## config.mk

```make
export PLATFORM = sky130hd
export DESIGN_NAME = row_argmax_sequencer
export DESIGN_NICKNAME = d
export VERILOG_FILES = /design/src/rtl/row_argmax_sequencer.sv
export SDC_FILE = /design/constraint.sdc
export NUM_CORES = 1
export LEC_CHECK = 0
export ABC_AREA = 1
export BUFFER_PORTS_ARGS = -buffer_cell sky130_fd_sc_hd__buf_4
export CAP_MARGIN = 20
export CELL_PAD_IN_SITES_DETAIL_PLACEMENT = 1
export CELL_PAD_IN_SITES_GLOBAL_PLACEMENT = 2
export CORE_ASPECT_RATIO = 1.25
export CORE_MARGIN = 1.5
export CORE_UTILIZATION = 30
export CTS_CLUSTER_DIAMETER = 120
export DETAILED_ROUTE_END_ITERATION = 8
export GPL_TIMING_DRIVEN = 0
export PLACE_DENSITY_LB_ADDON = 0.1
export SETUP_SLACK_MARGIN = 0.1
export SYNTH_ARGS = -nofsm -noshare
export SYNTH_HDL_FRONTEND = slang
export SYNTH_SLANG_ARGS = --single-unit
```

## constraint.sdc

```tcl
create_clock -name clk -period 1.75 [get_ports clk]
set_input_delay 0.2625 -clock clk [delete_from_list [all_inputs] [get_ports clk]]
set_output_delay 0.2625 -clock clk [all_outputs]
set_load 0.01 [all_outputs]
```

## src/rtl/row_argmax_sequencer.sv

```systemverilog
// Issues begin_mult once per row, captures each row_result from the multiplier,
// and reports the index and value of the signed maximum (lowest index wins ties).
module row_argmax_sequencer #(
    parameter int NUM_ROWS       = 10,
    parameter int RESULT_WIDTH   = 32,
    parameter int TIMEOUT_CYCLES = 4096
) (
    input  logic                    clk,
    input  logic                    n_rst,
    input  logic                    start,
    output logic [3:0]              row_select,
    output logic                    begin_mult,
    input  logic                    done_row,
    input  logic                    w_result_ena,
    input  logic [RESULT_WIDTH-1:0] row_result,
    input  logic                    overflow,
    output logic                    busy,
    output logic                    done,
    output logic [3:0]              digit,
    output logic [RESULT_WIDTH-1:0] max_value,
    output logic                    any_overflow,
    output logic                    err
);

    typedef enum logic [2:0] {
        S_IDLE,
        S_ISSUE,
        S_WAIT,
        S_NEXT,
        S_DONE
    } state_t;

    localparam int                WD_W     = $clog2(TIMEOUT_CYCLES + 1);
    localparam logic [3:0]        LAST_ROW = 4'(NUM_ROWS - 1);
    localparam logic [WD_W-1:0]   WD_LAST  = WD_W'(TIMEOUT_CYCLES - 1);

    state_t                  state, state_nx;
    logic [WD_W-1:0]         wdog;
    logic [RESULT_WIDTH-1:0] cap_value;
    logic                    cap_flag;
    logic                    first_valid;
    logic                    wd_expire;
    logic                    new_winner;

    always_comb begin
        state_nx   = state;
        begin_mult = 1'b0;
        busy       = 1'b0;
        done       = 1'b0;
        wd_expire  = 1'b0;
        new_winner = 1'b0;
        case (state)
            S_IDLE: begin
                if (start) state_nx = S_ISSUE;
            end
            S_ISSUE: begin
                begin_mult = 1'b1;
                busy       = 1'b1;
                state_nx   = S_WAIT;
            end
            S_WAIT: begin
                busy = 1'b1;
                // done_row on the final watchdog cycle still completes the row
                if (done_row) begin
                    state_nx = S_NEXT;
                end else if (wdog == WD_LAST) begin
                    wd_expire = 1'b1;
                    state_nx  = S_DONE;
                end
            end
            S_NEXT: begin
                busy       = 1'b1;
                new_winner = cap_flag &&
                             (!first_valid || ($signed(cap_value) > $signed(max_value)));
                state_nx   = (row_select == LAST_ROW) ? S_DONE : S_ISSUE;
            end
            S_DONE: begin
                done     = 1'b1;
                state_nx = S_IDLE;
            end
            default: state_nx = S_IDLE;
        endcase
    end

    always_ff @(posedge clk or negedge n_rst) begin
        if (!n_rst) state <= S_IDLE;
        else        state <= state_nx;
    end

    always_ff @(posedge clk or negedge n_rst) begin
        if (!n_rst) begin
            row_select   <= '0;
            digit        <= '0;
            max_value    <= '0;
            any_overflow <= 1'b0;
            err          <= 1'b0;
            cap_value    <= '0;
            cap_flag     <= 1'b0;
            first_valid  <= 1'b0;
            wdog         <= '0;
        end else begin
            case (state)
                S_IDLE: begin
                    if (start) begin
                        row_select   <= '0;
                        digit        <= '0;
                        max_value    <= '0;
                        any_overflow <= 1'b0;
                        err          <= 1'b0;
                        cap_flag     <= 1'b0;
                        first_valid  <= 1'b0;
                    end
                end
                S_ISSUE: begin
                    wdog <= '0;
                end
                S_WAIT: begin
                    if (w_result_ena) begin
                        cap_value <= row_result;
                        cap_flag  <= 1'b1;
                        if (overflow) any_overflow <= 1'b1;
                    end
                    if (wd_expire)     err  <= 1'b1;
                    else if (!done_row) wdog <= wdog + WD_W'(1);
                end
                S_NEXT: begin
                    if (new_winner) begin
                        digit       <= row_select;
                        max_value   <= cap_value;
                        first_valid <= 1'b1;
                    end
                    if (!cap_flag) err <= 1'b1;
                    cap_flag <= 1'b0;
                    if (row_select != LAST_ROW) row_select <= row_select + 4'd1;
                end
                default: ;
            endcase
        end
    end

endmodule

```

Word level (Yosys, flattened, before mapping)
Cells that the tools add are included.
{"block": "word_totals", "inputBits": 38, "ff_bits": 92}
{"block": "op_classes", "n_mux": 34, "add_sub_neg": 2, "order_cmp": 1, "eq_ne": 17, "n_reduce_logical": 17}
{"op": "$mux 32", "count": 2}
{"op": "$pmux 32 s2", "count": 1}
{"op": "$gt 32x32->1", "count": 1}
{"op": "$mux 13", "count": 2}
{"op": "$pmux 13 s2", "count": 1}
{"op": "$ne 2x2->1 const B", "count": 9}
{"op": "$pmux 4 s2", "count": 2}
{"op": "$mux 1", "count": 14}
{"op": "$add 13x1->13 const B", "count": 1}
{"op": "$eq 13x12->1 const B", "count": 1}
{"op": "$mux 3", "count": 4}
{"op": "$mux 4", "count": 3}
{"op": "$pmux 3 s4", "count": 1}
{"op": "$reduce_and 3->1", "count": 4}
{"op": "$reduce_and 4->1", "count": 2}
{"op": "$eq 3x2->1 const B", "count": 2}
{"op": "$pmux 1 s3", "count": 2}
{"op": "$reduce_bool 2->1", "count": 3}
{"op": "$add 4x1->4 const B", "count": 1}
{"op": "$eq 4x4->1 const B", "count": 1}
{"op": "$ne 4x4->1 const B", "count": 1}
{"op": "$pmux 1 s2", "count": 2}
{"op": "$reduce_and 2->1", "count": 2}
{"op": "$eq 3x1->1 const B", "count": 1}
{"op": "8 further kinds", "count": 8}

Depth between registers and ports, before layout
Gate-level depths: netlist (run 1).
{"block": "logic_depth", "word_depth": 6, "ltp_mapped": 21}

Worst setup path before layout (run 1)
Ideal clock, no wire load.
{"block": "synth_path", "path_kind": "reg-to-reg", "from": "reg max_value[31]", "to": "reg max_value[10]", "path_slack_ns": -0.258, "stages_incl_launch_ff": 15, "n_path_buf": 1, "arrival_time_ns": 1.892, "path_cell_list": "dfrtp_1 > inv_1 > ha_1 > a21oi_1 > o21a_1 > nand2_1 > a21oi_1 > nand3_1 > nand3_1 > nand2_1 > nand2_2 > nand2_4 > buf_6 > nand2_1 > nand2_1"}
{"block": "synth_between", "elab_chain_len": 6}
{"element": "start: declaration", "line_no": "20", "source": "output logic [RESULT_WIDTH-1:0] max_value,"}
{"element": "start signal: assignment", "line_no": "129", "source": "max_value <= cap_value;"}
{"element": "$gt 32x32->1", "line_no": "74", "source": "(!first_valid || ($signed(cap_value) > $signed(max_value)));"}
{"element": "$logic_or 1x1->1", "line_no": "74"}
{"element": "$logic_and 1x1->1", "line_no": "73", "source": "new_winner = cap_flag &&"}
{"element": "$mux 1", "line_no": "52", "source": "case (state)"}
{"element": "$ne 2x2->1 (no source line)"}
{"element": "$reduce_and 3->1 (no source line)"}
Every way passes these cells.
A chain may end at the register's enable or synchronous reset.

Worst setup path after layout (run 1)
{"block": "layout_path", "from": "reg cap_value[23]", "to": "reg max_value[28]"}
{"block": "layout_between", "elab_chain_len": 6}
{"element": "start: declaration", "line_no": "39", "source": "logic [RESULT_WIDTH-1:0] cap_value;"}
{"element": "start signal: assignment", "line_no": "119", "source": "cap_value <= row_result;"}
{"element": "$gt 32x32->1", "line_no": "74"}
{"element": "$logic_or 1x1->1", "line_no": "74"}
{"element": "$logic_and 1x1->1", "line_no": "73"}
{"element": "$mux 1", "line_no": "52"}
{"element": "$ne 2x2->1 (no source line)"}
{"element": "$reduce_and 3->1 (no source line)"}
Every way passes these cells.

==> results of run 1 <==
## path summary, 6_finish.rpt
kind,depth (start not counted),to,startpoint,slack [ns]
worst max register to register,15,max_value[28],cap_value[23],-0.40
worst max-delay path,15,max_value[28],cap_value[23],-0.40
worst min-delay path,3,cap_value[11],row_result[11],0.14
min in group asynchronous,2,cap_value[21],n_rst,0.49
max in group asynchronous,3,cap_value[0],n_rst,0.58
worst min register to register,1,wdog[5],wdog[5],0.49
## cell families after synthesis
kind of cell | Yosys count | synth area share
buffers and inverters | 125 | 0.105
AND/OR/NAND/NOR | 305 | 0.269
adder cells (fa/ha/maj) | 35 | 0.0855
XOR/XNOR | 3 | 0.00513
AO/OA/AOI/OAI | 81 | 0.0867
flip-flops | 92 | 0.450
## cell usage in the layout (no fill, tap or decap), types with 4 or more instances in the layout
cell / synthesis / routed
buf_6: 4 / 18
o21ai_1: 0 / 4
clkbuf_16: 0 / 10
ha_4: 0 / 15
buf_4: 2 / 138
nand2_1: 136 / 91
nand2_2: 4 / 33
a21oi_1: 55 / 40
nor2_1: 94 / 85
a21oi_2: 0 / 14
buf_12: 1 / 5
nand3_2: 9 / 12
ha_1: 35 / 20
nor2_4: 5 / 11
inv_4: 3 / 4
inv_2: 7 / 10
nor2_2: 4 / 7
nand2_4: 2 / 16
dfrtp_1: 92 / 91
inv_1: 94 / 86
clkbuf_1: 10 / 4
nor3_4: 0 / 4
o21ai_2: 1 / 4
nand3_1: 37 / 34
buf_8: 0 / 6
## worst min-delay path: stages
cell,delay (ns)
buf_4,0.08
nor2_1,0.04
a21oi_2,0.08
## flip-flops by register name, indices dropped and copies added, names as in the netlist
register,cells
row_select,4
state,3
first_valid,1
cap_flag,1
max_value,32
err,1
digit,4
cap_value,32
wdog,13
any_overflow,1
## stage by stage
| step | cell area [µm²] | power, W | instances | hold WS [ns] | setup TNS (ns) |
|---|---|---|---|---|---|
| floorplan | 5150 | 0.00659 | 641 | -0.0331 | -5.71 |
| global placement | 6050 | 0.00827 | 943 | 0.484 | -33.34 |
| detailed placement | 6070 | 0.00842 | 944 | 0.354 | -34.77 |
| CTS | 7300 | 0.0127 | 1012 | 0.144 | -15.01 |
| global route | 7850 | 0.0149 | 1036 | 0.156 | -20.27 |
| finish | 7850 | 0.0139 | 1036 | 0.144 | -14.48 |
## repair_timing
item                       in CTS  in global routing
buffers inserted               50                 24
cloned                          2                  1
gates resized for setup       110                 90
hold endpoints to repair       47                  0
hold buffers                    1                  0
pin swaps                      34                 35
setup endpoints to repair      84                 83
## cell type report
type / count / area [µm²]
Buffer: 21 / 215
Clock buffer: 12 / 256
Clock inverter: 4 / 95.1
Fill cell: 1962 / 8930
Inverter: 104 / 423
Multi-Input combinational cell: 424 / 2900
Sequential cell: 92 / 2300
Tap cell: 220 / 275
Timing Repair Buffer: 159 / 1380
## metal layers
metal,wire length [µm],global-route usage
met1,6950,0.217
met2,8610,0.352
met3,469,0.0306
met4,291,0.0667
met5,0,0
## power groups by stage
| stage | registers, W | logic, W | clock network (W) |
|---|---|---|---|
| after detailed placement | 0.00326 | 0.00517 | 0 |
| after global placement | 0.00322 | 0.00505 | 0 |
| final | 0.00324 | 0.00828 | 0.00236 |
| after global routing | 0.00331 | 0.00907 | 0.00249 |
| after CTS | 0.00321 | 0.00703 | 0.00243 |
| after floorplan | 0.00321 | 0.00338 | 0 |
==> qor.yml, run 1 <==
hold_path.class: "input pin to flip-flop"
ys_seq_elements: 92
remaining_drc_errors: 0
htreeDepth: 3
pwr-share-clk: 0.170
coreArea_um2: 16800
nNetsFinal: 884
core.rowCount: 53
avgSynthCellArea_um2: 7.99
tightest_slew_ns: 0.686
slew_headroom: 0.543
synth_top_area_share: 0.450
synth_area_leaders: "dfrtp_1 (45%), nand2_1 (10%), ha_1 (8.6%), inv_1 (6.9%), nor2_1 (6.9%)"
max_freq_mhz: 465
viasPerCell: 4.67
drive_gt1_frac: 0.411
hold_viol_final: 0
cpLargestDelayFamily: "simple AND/OR/NAND/NOR gates"
grt_pass1_vias: 5172
clock_skew_ns: 0.00706
clockBufferDepth: 2
clock-sinks: 92
diodes: 0
syn-instance-count: 641
start_util: 0.305
cp-start-kind: "flip-flop"
overflow: 0
die_w_um: 120
crit_path_end_kind: "flip-flop"
fin_crit_ns: 2.15
first_iter_violations: 112
wire_per_inst_um: 15.8
synth-edff-count: 0
path_max_fanout: 10
vdd_drop_max_mv: 0.769
status: "complete, but fails checks"
route.vias.total: 4835
slowest_delay_ns: 0.41
power-per-cell-area_nw_per_um2: 1770
dpl.hpwl_um: 10800
grtUsageTotal: 0.189
cts_tree: "yes"
place.gp.congestion: 0.743
synth_nets: 714
die_y_um: 149
cts.clk_slew.worst_paths_ns: 0.07
fin_crit_sh: 1.23
intPower_w: 0.00808
combPwrFrac: 0.597
grt_max_degree: 49
ys_types: 37
synth.cell_area_um2: 5120
cts_root_buffer: "clkbuf_16"
required_ns: 2.00
cp.buffers_inverters: 1
crit_top_cell: "nand2_1"
ys_seq_area_frac: 0.450
drt-total-wl_um: 16300
setup_ws_ns: -0.399
final_util: 0.468
synthTopCellsByCount: "nand2_1 (136), inv_1 (94), nor2_1 (94), dfrtp_1 (92), a21oi_1 (55)"
violations: "negative setup slack"
slowest_stage: "dfrtp_1"
synth_warnings: 0
grt_setup_unrepaired: "yes"
criticalPathCategory: "flip-flop to flip-flop"
area_growth_pct: 53.3
max_cap_violations: 0
crit_chain: "ha_4, nand2_4, nor2_4, nand4_1, nor2_1, nand2_1, nand2_1, nand2_2, nand3_2, nand2_2, nand2_4, nand2_8, buf_8, nand2_1, nand2_1"
drtAntennaViolNets: 0
netlist.top_cell.by_area: "dfrtp_1"
portBuffers: 82
setup_viol: 41
async_reset_ff_frac: 1.00
dr.pass1.iters: 4
die_area_um2: 17900
num_io_pins: 83
antenna_found_initial: 0
switchingPower_w: 0.00579
grt_pass1_wl_um: 26100
maxSlewViolCount: 0
synth_most_common_cell: "nand2_1"
sw_frac_of_total: 0.417
synthFlopType: "dfrtp_1"
clk_latency_ns: 0.36
sequentialPowerShare: 0.233
p_leak_nw: 3.98
cts_buffers: 9
crit_arrival_ns: 2.40
place_ws_ns: -0.786
Power figures use the tool's default switching activity.
==> run 2: changes to the inputs <==
--- a/config.mk
+++ b/config.mk
@@ -17,6 +17,7 @@
 export DETAILED_ROUTE_END_ITERATION = 8
 export GPL_TIMING_DRIVEN = 0
 export PLACE_DENSITY_LB_ADDON = 0.1
+export RECOVER_POWER = 25
 export SETUP_SLACK_MARGIN = 0.1
 export SYNTH_ARGS = -nofsm -noshare
 export SYNTH_HDL_FRONTEND = slang
==> run 2 against run 1 <==
Against the previous run: clock power about the same; the run still ends with negative setup slack left; critical endpoint unchanged; wire length did not move; non-clock buffer count stayed put.
==> qor.yml, run 2 (same netlist as run 1, synthesis figures left out) <==
viasPerCell: 4.67
power-per-cell-area_nw_per_um2: 1770
grt_pass1_wl_um: 26100
drive_gt1_frac: 0.411
max_freq_mhz: 465
grt_pass1_vias: 5172
die_y_um: 149
core.rowCount: 53
slowest_stage: "dfrtp_1"
pwr-share-clk: 0.170
switchingPower_w: 0.00579
path_max_fanout: 10
sw_frac_of_total: 0.417
hold_viol_final: 0
final_cells: 1036
clock_skew_ns: 0.00706
status: "complete, but fails checks"
portBuffers: 82
setup_ws_ns: -0.399
multiInputGateArea_um2: 2900
crit_chain: "ha_4, nand2_4, nor2_4, nand4_1, nor2_1, nand2_1, nand2_1, nand2_2, nand3_2, nand2_2, nand2_4, nand2_8, buf_8, nand2_1, nand2_1"
first_iter_violations: 112
cts_root_buffer: "clkbuf_16"
intPower_w: 0.00808
area_growth_pct: 53.2
wire_per_inst_um: 15.8
cp.buffers_inverters: 1
criticalPathCategory: "flip-flop to flip-flop"
die_w_um: 120
cpLargestDelayFamily: "simple AND/OR/NAND/NOR gates"
fin_crit_ns: 2.15
dr.pass1.iters: 4
place.gp.congestion: 0.743
reg_top3: "cap_value: 32 flops, max_value: 32 flops, wdog: 13 flops"
cts_buffers: 9
drtAntennaViolNets: 0
crit_path_end_kind: "flip-flop"
sequentialPowerShare: 0.233
required_ns: 2.00
p_leak_nw: 3.98
hold_path.class: "input pin to flip-flop"
fillers: 1963
clockBufferDepth: 2
clk_latency_ns: 0.36
final_cell_mix: "buf_4 (137), nand2_1 (91), dfrtp_1 (91), inv_1 (86), nor2_1 (85)"
layout_commonest_cell: "buf_4"
nNetsFinal: 884
coreArea_um2: 16800
layout.area.seq_um2: 2300
drt-total-wl_um: 16300
dpl.hpwl_um: 10800
place_area_um2: 6070
cts_tree: "yes"
cts.clk_slew.worst_paths_ns: 0.07
start_util: 0.305
grtUsageTotal: 0.189
vdd_drop_max_mv: 0.769
overflow: 0
maxSlewViolCount: 0
combPwrFrac: 0.597
slowest_delay_ns: 0.41
cp-start-kind: "flip-flop"
violations: "negative setup slack"
finish.instance_area_um2: 7850
route.vias.total: 4835
antenna_found_initial: 0
crit_arrival_ns: 2.40
diodes: 0
grt_setup_unrepaired: "yes"
slew_headroom: 0.202
crit_top_cell: "nand2_1"
die_area_um2: 17900
setup_viol: 41
tightest_slew_ns: 1.20
fin_crit_sh: 1.23
max_cap_violations: 0
grt_max_degree: 49
remaining_drc_errors: 0
num_io_pins: 83
place_inst: 944
htreeDepth: 3
clock-sinks: 92
==> run 2: cell counts in the layout (fill, tap and decap cells not counted) <==
Identical to the previous run, type by type.
==> run 2: power by group through the flow <==
stage	Clock [W]	Combinational, W	Sequential (W)
after floorplan	0	0.00338	0.00321
after detailed placement	0	0.00517	0.00326
after CTS	0.00243	0.00703	0.00321
final	0.00236	0.00828	0.00324
after global placement	0	0.00505	0.00322
after global routing	0.00249	0.00906	0.00331
==> run 2: area by class of cell <==
type | instances | area share
Tap cell | 220 | 0.0351
Sequential cell | 92 | 0.294
Clock inverter | 4 | 0.0121
Timing Repair Buffer | 159 | 0.175
Buffer | 21 | 0.0274
Multi-Input combinational cell | 424 | 0.370
Clock buffer | 12 | 0.0327
Inverter | 104 | 0.0539
==> run 2: worst paths after layout <==
| check | start | to | slack (ns) | cells after the start |
|---|---|---|---|---|
| min reg2reg | wdog[5] | wdog[5] | 0.49 | 1 |
| min in group asynchronous | n_rst | cap_value[21] | 0.70 | 2 |
| max reg2reg | cap_value[23] | max_value[28] | -0.40 | 15 |
| max | cap_value[23] | max_value[28] | -0.40 | 15 |
| max in group asynchronous | n_rst | cap_value[0] | 0.22 | 3 |
| min | row_result[11] | cap_value[11] | 0.14 | 3 |
==> run 2: per-layer routing <==
metal	GRT usage	share of wire	vias up	wire length [µm]
li1	-	-	2366	-
met1	0.217	0.43	2379	6950
met2	0.352	0.53	70	8610
met3	0.0306	0.029	20	469
met4	0.0667	0.018	0	291
met5	0	0	-	0
==> run 2: per-stage QoR <==
| step | power [W] | setup TNS (ns) | util | setup WS, ns | hold slack [ns] |
|---|---|---|---|---|---|
| finish | 0.0139 | -14.48 | 0.468 | -0.399 | 0.144 |
| global route | 0.0149 | -20.28 | 0.468 | -0.524 | 0.156 |
| CTS | 0.0127 | -15.01 | 0.435 | -0.431 | 0.144 |
| detailed placement | 0.00842 | -34.77 | 0.362 | -0.786 | 0.354 |
| global placement | 0.00827 | -33.34 | 0.360 | -0.765 | 0.484 |
| floorplan | 0.00659 | -5.71 | - | -0.178 | -0.0331 |
==> run 2: what timing repair did <==
| item | in CTS | in global routing |
|---|---|---|
| endpoints found under the setup margin | 84 | 83 |
| setup buffers | 50 | 24 |
| hold buffers | 1 | 0 |
| gates cloned | 2 | 1 |
| pin swaps | 34 | 35 |
| endpoints found under the hold margin | 47 | 0 |
| resized for setup | 110 | 90 |
==> run 2: tightest hold or removal path, delay by kind of cell <==
family / cells / cell delay [ns]
compound gates: 1 / 0.08
buf+inv: 1 / 0.08
simple gates: 1 / 0.04
==> run 3: changes to the inputs <==
--- a/config.mk
+++ b/config.mk
@@ -16,7 +16,7 @@
 export CTS_CLUSTER_DIAMETER = 120
 export DETAILED_ROUTE_END_ITERATION = 8
 export GPL_TIMING_DRIVEN = 0
-export PLACE_DENSITY_LB_ADDON = 0.1
+export PLACE_DENSITY = 0.77
 export RECOVER_POWER = 25
 export SETUP_SLACK_MARGIN = 0.1
 export SYNTH_ARGS = -nofsm -noshare
==> run 3 against run 2 <==
Against the previous run: the run still ends with negative setup slack left; power decreased by 3.4%; core utilization about the same; final cell count grew 0.68%; clock-buffer cell count grew 1; sequential share of layout area is essentially flat; clock power shrank 20%; worst setup slack worse by 0.061 ns; non-clock buffer count up 8; register-to-register slack got worse by 0.06 ns; sequential power about the same; first-iteration DRC count grew 41%; critical endpoint is now digit[3]; highest routed layer unchanged.
==> qor.yml, run 3 (same netlist as run 1, synthesis figures left out) <==
status: "complete, but fails checks"
violations: "negative setup slack"
fin_crit_sh: 1.26
multiInputGateArea_um2: 2860
die_y_um: 149
cts_buffers: 9
reg_top3: "cap_value: 32 flops, max_value: 32 flops, wdog: 13 flops"
nNetsFinal: 892
layout.area.seq_um2: 2300
final_util: 0.467
p_leak_nw: 4.07
clockBufferDepth: 2
place_area_um2: 6070
fillers: 1992
cts.clk_slew.worst_paths_ns: 0.06
drtAntennaViolNets: 0
vdd_drop_max_mv: 0.935
tightest_slew_ns: 1.22
crit_arrival_ns: 2.46
slew_headroom: 0.185
grt_pass1_vias: 5191
viasPerCell: 4.67
layout_commonest_cell: "buf_4"
overflow: 0
dpl.hpwl_um: 10900
crit_path_end_kind: "flip-flop"
area_growth_pct: 53.1
clock-sinks: 92
cp-start-kind: "flip-flop"
criticalPathCategory: "flip-flop to flip-flop"
drive_gt1_frac: 0.425
htreeDepth: 3
max_cap_violations: 0
die_area_um2: 17900
hold_viol_final: 0
grtUsageTotal: 0.191
place.gp.congestion: 0.758
portBuffers: 82
path_max_fanout: 5
diodes: 0
first_iter_violations: 158
dr.pass1.iters: 4
place_inst: 944
grt_pass1_wl_um: 26400
drt-total-wl_um: 17100
final_cells: 1043
maxSlewViolCount: 0
clock_skew_ns: 0.00382
required_ns: 2.00
setup_viol: 50
fin_crit_ns: 2.21
cts_root_buffer: "clkbuf_16"
start_util: 0.305
grt_max_degree: 51
antenna_found_initial: 0
setup_ws_ns: -0.460
wire_per_inst_um: 16.4
coreArea_um2: 16800
power-per-cell-area_nw_per_um2: 1710
cts_tree: "yes"
finish.instance_area_um2: 7840
num_io_pins: 83
hold_path.class: "input pin to flip-flop"
final_cell_mix: "buf_4 (137), dfrtp_1 (91), inv_1 (84), nand2_1 (83), nor2_1 (81)"
core.rowCount: 53
remaining_drc_errors: 0
grt_setup_unrepaired: "yes"
route.vias.total: 4868
max_freq_mhz: 453
die_w_um: 120
clk_latency_ns: 0.35
==> run 3: changes by cell type in the layout (fill, tap and decap cells not counted), sizes merged <==
cell | previous run | this run
buf | 172 | 175
bufinv | 3 | 0
clkbuf | 19 | 25
inv | 103 | 104
==> run 3: power by group <==
group,switching [W],internal (W)
Clock,0.000849,0.00103
Sequential,0.000465,0.00275
Combinational,0.00454,0.00376
Total,0.00586,0.00755
==> run 3: path summary, 6_finish.rpt <==
| check | from | to | slack, ns | cells after the start |
|---|---|---|---|---|
| max | max_value[17] | digit[3] | -0.46 | 18 |
| min reg2reg | any_overflow | any_overflow | 0.50 | 2 |
| min in group asynchronous | n_rst | max_value[20] | 0.70 | 2 |
| min | row_result[7] | cap_value[7] | 0.15 | 3 |
| max in group asynchronous | n_rst | max_value[4] | 0.19 | 3 |
| max reg2reg | max_value[17] | digit[3] | -0.46 | 18 |
==> run 3: final cells by class <==
cell class,count,area share
Clock buffer,13,0.0332
Sequential cell,92,0.294
Clock inverter,2,0.00128
Inverter,104,0.0533
Tap cell,220,0.0351
Multi-Input combinational cell,424,0.365
Timing Repair Buffer,167,0.189
Buffer,21,0.0290
==> run 3: critical path: stages, from the launching register on <==
cell and delay [ns]:
dfrtp_1 0.35, inv_1 0.05, ha_1 0.32, nand2_1 0.08, nand2_1 0.06, nand2_1 0.06, nand2_1 0.05, nand2_1 0.07
nand2_2 0.08, a21oi_4 0.16, nand2_1 0.07, nand2_1 0.07, nand3_2 0.07, nand2_2 0.08, nand2_4 0.09, buf_4 0.18
clkbuf_16 0.15, nand3_1 0.06, nand2_1 0.05
==> run 3: per-layer routing <==
layer,wire length [µm],vias to the layer above,track usage
li1,-,2364,-
met1,7020,2424,0.225
met2,9430,67,0.352
met3,510,13,0.0340
met4,164,0,0.0554
met5,0,-,0
==> run 3: what timing repair did <==
action	CTS	global route
pin swaps	40	22
hold buffers	1	0
resized for setup	104	117
gates cloned	1	4
setup buffers	50	32
setup endpoints to repair	86	86
hold endpoints to repair	42	0
==> run 3: per-stage QoR <==
step	setup WS, ns	hold WS [ns]	power, W	TNS [ns]
6_report	-0.460	0.153	0.0134	-16.99
5_1_grt	-0.609	0.148	0.0144	-25.23
4_1_cts	-0.463	0.151	0.0122	-16.22
3_5_place_dp	-0.736	0.324	0.00840	-34.80
3_3_place_gp	-0.650	0.478	0.00818	-30.28
2_1_floorplan	-0.178	-0.0331	0.00659	-5.71
